--- config.mk ---
export PLATFORM = sky130hd
export DESIGN_NAME = fp_addsub_pipe
export DESIGN_NICKNAME = d
export VERILOG_FILES = /design/src/rtl/fp_addsub_pipe.sv
export SDC_FILE = /design/constraint.sdc
export NUM_CORES = 1
export LEC_CHECK = 0
export ABC_AREA = 1
export CORE_ASPECT_RATIO = 0.7
export CORE_MARGIN = 1.5
export CORE_UTILIZATION = 55
export DETAILED_ROUTE_END_ITERATION = 8
export HOLD_SLACK_MARGIN = 0.15
export PLACE_DENSITY_LB_ADDON = 0.12
export SLEW_MARGIN = 25
export SYNTH_ARGS = -nofsm -noshare
export SYNTH_HDL_FRONTEND = slang
export SYNTH_SLANG_ARGS = --single-unit
--- constraint.sdc ---
create_clock -name clk -period 17.05 [get_ports clk]
set_input_delay 3.41 -clock clk [delete_from_list [all_inputs] [get_ports clk]]
set_output_delay 3.41 -clock clk [all_outputs]
set_load 0.02 [all_outputs]
--- src/rtl/fp_addsub_pipe.sv ---
// Pipelined floating-point add/subtract: unpack -> align -> add -> normalise/round, RNE with FTZ.
// Four register stages; the whole pipe stalls together while a result waits on out_ready.
module fp_addsub_pipe #(
  parameter  int EXP_W = 5,
  parameter  int MAN_W = 10,
  localparam int FP_W  = 1 + EXP_W + MAN_W
) (
  input  logic            clk,
  input  logic            reset,
  input  logic            in_valid,
  output logic            in_ready,
  input  logic            op,
  input  logic [FP_W-1:0] a,
  input  logic [FP_W-1:0] b,
  output logic            out_valid,
  input  logic            out_ready,
  output logic [FP_W-1:0] result,
  output logic [3:0]      flags
);
  localparam int AW   = MAN_W + 4;          // {hidden, frac, G, R, S}
  localparam int SW   = MAN_W + 5;          // plus carry
  localparam int LZ_W = $clog2(AW + 1);
  localparam int EW2  = EXP_W + 2;          // signed exponent with headroom both ways
  localparam logic [EXP_W-1:0]      EXP_ONES  = '1;
  localparam logic [EXP_W-1:0]      FAR_SHIFT = EXP_W'(MAN_W + 3);
  localparam logic signed [EW2-1:0] EXP_MAX   = EW2'(2**EXP_W - 1);
  localparam logic [FP_W-1:0]       QNAN      = {1'b0, EXP_ONES, 1'b1, {(MAN_W-1){1'b0}}};

  logic advance;
  assign advance  = !out_valid || out_ready;
  assign in_ready = advance;

  // ---------------- S1: unpack / classify ----------------
  logic [EXP_W-1:0] a_exp, b_exp;
  logic [MAN_W-1:0] a_frac, b_frac;
  assign a_exp  = a[FP_W-2:MAN_W];
  assign b_exp  = b[FP_W-2:MAN_W];
  assign a_frac = a[MAN_W-1:0];
  assign b_frac = b[MAN_W-1:0];

  logic             v1, s1_sa, s1_sb, s1_nan, s1_inf_a, s1_inf_b;
  logic [EXP_W-1:0] s1_ea, s1_eb;
  logic [MAN_W-1:0] s1_fa, s1_fb;

  always_ff @(posedge clk or posedge reset) begin
    if (reset) begin
      v1       <= 1'b0;
      s1_sa    <= 1'b0;
      s1_sb    <= 1'b0;
      s1_ea    <= '0;
      s1_eb    <= '0;
      s1_fa    <= '0;
      s1_fb    <= '0;
      s1_nan   <= 1'b0;
      s1_inf_a <= 1'b0;
      s1_inf_b <= 1'b0;
    end else if (advance) begin
      v1       <= in_valid;
      s1_sa    <= a[FP_W-1];
      s1_sb    <= b[FP_W-1] ^ op;
      s1_ea    <= a_exp;
      s1_eb    <= b_exp;
      // Subnormals flush to zero; clearing the fraction keeps the magnitude compare honest.
      s1_fa    <= (a_exp == '0) ? '0 : a_frac;
      s1_fb    <= (b_exp == '0) ? '0 : b_frac;
      s1_nan   <= (a_exp == EXP_ONES && a_frac != '0) || (b_exp == EXP_ONES && b_frac != '0);
      s1_inf_a <= (a_exp == EXP_ONES && a_frac == '0);
      s1_inf_b <= (b_exp == EXP_ONES && b_frac == '0);
    end
  end

  // ---------------- S2: swap / align ----------------
  logic             a_big, sl, ss, spec_inv;
  logic [EXP_W-1:0] el, es, ediff;
  logic [MAN_W-1:0] fl, fs;
  logic [AW-1:0]    ms_raw, ms_al;
  logic [2*AW-1:0]  ms_ext;
  logic [FP_W-1:0]  spec_val;

  always_comb begin
    a_big  = {s1_ea, s1_fa} >= {s1_eb, s1_fb};
    sl     = a_big ? s1_sa : s1_sb;
    ss     = a_big ? s1_sb : s1_sa;
    el     = a_big ? s1_ea : s1_eb;
    es     = a_big ? s1_eb : s1_ea;
    fl     = a_big ? s1_fa : s1_fb;
    fs     = a_big ? s1_fb : s1_fa;
    ediff  = el - es;
    ms_raw = {es != '0, fs, 3'b000};
    ms_ext = {ms_raw, {AW{1'b0}}} >> ediff;
    if (ediff >= FAR_SHIFT)
      ms_al = {{(AW-1){1'b0}}, |ms_raw};
    else
      ms_al = {ms_ext[2*AW-1:AW+1], ms_ext[AW] | (|ms_ext[AW-1:0])};

    spec_inv = 1'b0;
    if (s1_nan) begin
      spec_val = QNAN;
    end else if (s1_inf_a && s1_inf_b && (s1_sa != s1_sb)) begin
      spec_val = QNAN;
      spec_inv = 1'b1;
    end else if (s1_inf_a) begin
      spec_val = {s1_sa, EXP_ONES, {MAN_W{1'b0}}};
    end else begin
      spec_val = {s1_sb, EXP_ONES, {MAN_W{1'b0}}};
    end
  end

  logic             v2, s2_sl, s2_ss, s2_spec, s2_spec_inv;
  logic [EXP_W-1:0] s2_el;
  logic [AW-1:0]    s2_ml, s2_ms;
  logic [FP_W-1:0]  s2_spec_val;

  always_ff @(posedge clk or posedge reset) begin
    if (reset) begin
      v2          <= 1'b0;
      s2_sl       <= 1'b0;
      s2_ss       <= 1'b0;
      s2_el       <= '0;
      s2_ml       <= '0;
      s2_ms       <= '0;
      s2_spec     <= 1'b0;
      s2_spec_inv <= 1'b0;
      s2_spec_val <= '0;
    end else if (advance) begin
      v2          <= v1;
      s2_sl       <= sl;
      s2_ss       <= ss;
      s2_el       <= el;
      s2_ml       <= {el != '0, fl, 3'b000};
      s2_ms       <= ms_al;
      s2_spec     <= s1_nan || s1_inf_a || s1_inf_b;
      s2_spec_inv <= spec_inv;
      s2_spec_val <= spec_val;
    end
  end

  // ---------------- S3: add / subtract ----------------
  logic             v3, s3_sign, s3_zsign, s3_spec, s3_spec_inv;
  logic [EXP_W-1:0] s3_exp;
  logic [SW-1:0]    s3_sum;
  logic [FP_W-1:0]  s3_spec_val;

  always_ff @(posedge clk or posedge reset) begin
    if (reset) begin
      v3          <= 1'b0;
      s3_sign     <= 1'b0;
      s3_zsign    <= 1'b0;
      s3_exp      <= '0;
      s3_sum      <= '0;
      s3_spec     <= 1'b0;
      s3_spec_inv <= 1'b0;
      s3_spec_val <= '0;
    end else if (advance) begin
      v3          <= v2;
      s3_sign     <= s2_sl;
      s3_zsign    <= s2_sl & s2_ss;   // only (-0)+(-0) yields a negative exact zero
      s3_exp      <= s2_el;
      s3_sum      <= (s2_sl != s2_ss) ? ({1'b0, s2_ml} - {1'b0, s2_ms})
                                      : ({1'b0, s2_ml} + {1'b0, s2_ms});
      s3_spec     <= s2_spec;
      s3_spec_inv <= s2_spec_inv;
      s3_spec_val <= s2_spec_val;
    end
  end

  // ---------------- S4: normalise / round ----------------
  function automatic logic [LZ_W-1:0] lzc(input logic [AW-1:0] x);
    logic found;
    lzc   = '0;
    found = 1'b0;
    for (int i = AW - 1; i >= 0; i--) begin
      if (!found) begin
        if (x[i]) found = 1'b1;
        else      lzc   = lzc + LZ_W'(1);
      end
    end
  endfunction

  logic [LZ_W-1:0]       lz;
  logic [AW-1:0]         norm;
  logic signed [EW2-1:0] exp_base, exp_n, exp_r;
  logic [MAN_W:0]        mant;
  logic [MAN_W+1:0]      mant_r;
  logic [MAN_W-1:0]      frac_r;
  logic                  g, r, st, inc;
  logic [FP_W-1:0]       res_n;
  logic [3:0]            flg_n;

  always_comb begin
    lz       = lzc(s3_sum[AW-1:0]);
    exp_base = {2'b00, s3_exp};
    if (s3_sum[SW-1]) begin
      norm  = {s3_sum[SW-1:2], s3_sum[1] | s3_sum[0]};
      exp_n = exp_base + EW2'(1);
    end else begin
      norm  = s3_sum[AW-1:0] << lz;
      exp_n = exp_base - EW2'(lz);
    end
    mant   = norm[AW-1:3];
    g      = norm[2];
    r      = norm[1];
    st     = norm[0];
    inc    = g & (r | st | mant[0]);
    mant_r = {1'b0, mant} + (MAN_W+2)'(inc);
    exp_r  = exp_n + EW2'(mant_r[MAN_W+1]);
    frac_r = mant_r[MAN_W+1] ? mant_r[MAN_W:1] : mant_r[MAN_W-1:0];

    flg_n = 4'b0000;
    if (s3_spec) begin
      res_n = s3_spec_val;
      flg_n = {s3_spec_inv, 3'b000};
    end else if (s3_sum == '0) begin
      res_n = {s3_zsign, {(FP_W-1){1'b0}}};
    end else if (exp_n[EW2-1] || exp_n == '0) begin
      res_n = {s3_sign, {(FP_W-1){1'b0}}};
      flg_n = 4'b0011;
    end else if (exp_r >= EXP_MAX) begin
      res_n = {s3_sign, EXP_ONES, {MAN_W{1'b0}}};
      flg_n = 4'b0101;
    end else begin
      res_n = {s3_sign, exp_r[EXP_W-1:0], frac_r};
      flg_n = {3'b000, g | r | st};
    end
  end

  always_ff @(posedge clk or posedge reset) begin
    if (reset) begin
      out_valid <= 1'b0;
      result    <= '0;
      flags     <= '0;
    end else if (advance) begin
      out_valid <= v3;
      result    <= res_n;
      flags     <= flg_n;
    end
  end

endmodule

==> key figures <==
Finish
  – Final nets: 1468
  – Area occupied by multi-input gates: 5420 um^2
  – Ant. Diodes: 0
  – FF+latch area: 3080 um^2
  – Fillers: 1499
  – Layout cell share with drive strength beyond 1: 6.58%
  – Area growth syn-to-layout: 13.5%
  – Final Core Density: 64.4%

Critical path
  – Top cell by count, worst path: nand2_1
  – Setup Crit Path Kind: flip-flop to flip-flop
  – Crit end category: flip-flop
  – Crit path DAT: 9.03 ns
  – CP peak stage delay: 0.47 ns
  – Crit-path max FO: 10
  – Flop-to-flop setup slack: 8.37 ns
  – Startpoint types: flip-flop
  – Worst r2r src: s3_sum[12]
  – CP max-delay cell: a21boi_1
  – Worst setup path start: s3_sum[12]
  – CP Data Required Time: 17.40 ns

Clock tree
  – Clk pin slew, worst setup/hold paths: 0.07 ns
  – Longest Clk Path Bufs: 2
  – CTS Buf Count: 17
  – CTS tree: done
  – Post-CTS sizing: 0
  – Cts-stage hold buffer count: 0
  – CTS sink count: 123
  – # H-tree levels: 4
  – Post-CTS Setup Inserts: 0
  – Worst-Skew Late Latency: 0.43 ns
  – Clk root buf: clkbuf_16

Timing
  – Worst-Margin Slew: 0.981 ns
  – Max Transition Viols Final: 0
  – Max Clk Rate: 115 MHz
  – Final period util: 50.9%
  – Relative slew slack: 34.6%
  – Worst hold slack: 0.457 ns
  – Fin Setup TNS: 0 ns
  – RSZ-0062 raised after global routing: false
  – Final hold violations: 0
  – Final setup vio count: 0
  – Final Critical Period: 8.68 ns
  – Final Skew: 0.0141 ns

Floorplanning
  – Die width: 159 um
  – Initial core utilization: 56.7%
  – Rows: 39
  – Io pins: 59
  – Core area: 16500 um^2
  – Die Ht: 112 um
  – Die area: 17800 um^2

Global routing
  – GRT Util Overall: 28.3%
  – First-pass GRT wire length: 40.5 mm
  – Largest net degree at the start of global routing: 103
  – Initial antenna violation count: 0
  – Number of global-route vias before repair: 8135
  – Final global-route overflow total: 0

Synth
  – Syn Inst Count: 1334
  – Synth top area share: 32.9%
  – Synth area leader: dfrtp_1
  – #FFs+latches synth: 123
  – Top cells by area, synth: dfrtp_1, nand2_1, o21ai_0
  – Top_reg_cell synth: dfrtp_1
  – Netlist cell types: 58
  – Mapped Nets: 1432
  – Synth Warn #: 0
  – Post-synthesis sequential area ratio: 32.9%
  – Mapped Area: 9350 um^2
  – Number of flops mapped to enable cells by yosys: 0
  – Synth async-reset ratio: 100%
  – Syn_area_per_cell: 7.01 um^2

Status
  – Status: completed

Drt
  – Via count: 8896
  – Iteration-0 DRC Markers: 955
  – WL per Instance: 14.8 um
  – Routed wire length: 23.9 mm
  – Vias per cell: 5.53
  – Iteration count of the initial detailed-routing pass: 5
  – Residual DRC: 0
  – Detail Route Antenna Nets: 0

Place
  – Dpl hpwl: 17.8 mm
  – I/O Buffers: 58
  – Final Wtd Congestion: 0.922

Worst hold path
  – Hold Crit Class: flip-flop to flip-flop
  – Hold Crit Start: s2_spec_val[14]

Flow run
  – Maxcap violations: 0
-- synth_stat cells, drive strengths merged, types with 2 or more instances --
library cell / n
o32ai: 3
o211ai: 6
or2: 3
o21ai: 184
xnor2: 10
xor2: 19
o21bai: 9
o22ai: 17
dfrtp: 123
nand3b: 2
fa: 2
inv: 176
a21oi: 39
ha: 59
buf: 8
clkbuf: 37
a211oi: 2
nand4: 20
nor2: 86
nand2: 385
nand3: 94
nor3: 12
o31ai: 2
o21a: 2
a31o: 2
nor4: 9
mux2i: 3
a31oi: 6
-- critical path, delay by kind of cell, from the launching register on --
family,cells,cell delay (ns)
buf+inv,7,0.43
fa+ha+maj,9,2.37
compound gates,10,2.14
xor+xnor,1,0.09
simple gates,31,3.11
flops,1,0.45
-- state kept, by name, indices dropped and copies added, names as in the netlist, 4 cells and up --
register / cells
s1_ea: 5
s1_eb: 5
s2_ms: 14
result: 16
flags: 4
s2_el: 5
s3_sum: 15
s1_fb: 10
s2_ml: 11
s3_exp: 5
s1_fa: 10
-- layout make-up --
cell class                      count  area share (%)
Clock inverter                     15            1.21
Tap cell                          225            2.65
Sequential cell                   123            29.0
Inverter                          177            6.28
Multi-Input combinational cell    989            51.1
Timing Repair Buffer               62            5.75
Clock buffer                       17            4.01
-- cell usage in the layout (no fill, tap or decap), types with 6 or more instances in the layout --
| cell | instances |
|---|---|
| a21oi_1 | 37 |
| a31oi_1 | 6 |
| clkbuf_16 | 17 |
| clkdlybuf4s50_1 | 58 |
| dfrtp_1 | 123 |
| ha_1 | 59 |
| inv_1 | 170 |
| inv_6 | 7 |
| nand2_1 | 370 |
| nand2_2 | 10 |
| nand3_1 | 86 |
| nand3_2 | 6 |
| nand4_1 | 20 |
| nor2_1 | 71 |
| nor2_4 | 8 |
| nor3_1 | 11 |
| nor4_1 | 9 |
| o21ai_0 | 173 |
| o21ai_1 | 9 |
| o21bai_1 | 9 |
| o22ai_1 | 17 |
| xnor2_1 | 10 |
| xor2_1 | 19 |
-- cell families (layout without fill, tap and decap cells) --
logic type	count (synthesis)	in the layout	synth area share, %
simple gates	613	613	29.6
compound gates	283	283	17.0
buf+inv	222	271	9.14
flops	123	123	32.9
fa+ha+maj	61	61	8.33
xor+xnor	29	29	2.72
mux	3	3	0.321
-- stage by stage --
step | area (um^2) | setup slack (ns) | instances
final | 10600 | 8.37 | 1608
after detailed placement | 10100 | 8.48 | 1576
after global routing | 10600 | 7.40 | 1608
after global placement | 10100 | 8.51 | 1576
after CTS | 10600 | 8.45 | 1608
after floorplan | 9350 | 9.39 | 1334
-- path summary, 6_finish.rpt --
path	to	cells after the start
max reg2reg	result[6]	58
min in group asynchronous	result[7]	2
max	result[6]	58
min reg2reg	s2_spec_val[14]	2
min	s2_spec_val[14]	2
max in group asynchronous	s3_sum[6]	3
-- layer usage --
metal / track usage [%] / vias to the layer above / share of wire, % / routed length [um]
met2: 38.6 / 284 / 39 / 9190
li1: - / 4467 / - / -
met1: 45.3 / 4119 / 53 / 12700
met5: 0 / - / 0 / 0
met3: 5.76 / 26 / 7.3 / 1740
met4: 6.03 / 0 / 1.0 / 240
Power is left out: the tool's default activity adds up to more than one toggle a clock period on the data nets, which glitch-free logic cannot reach.
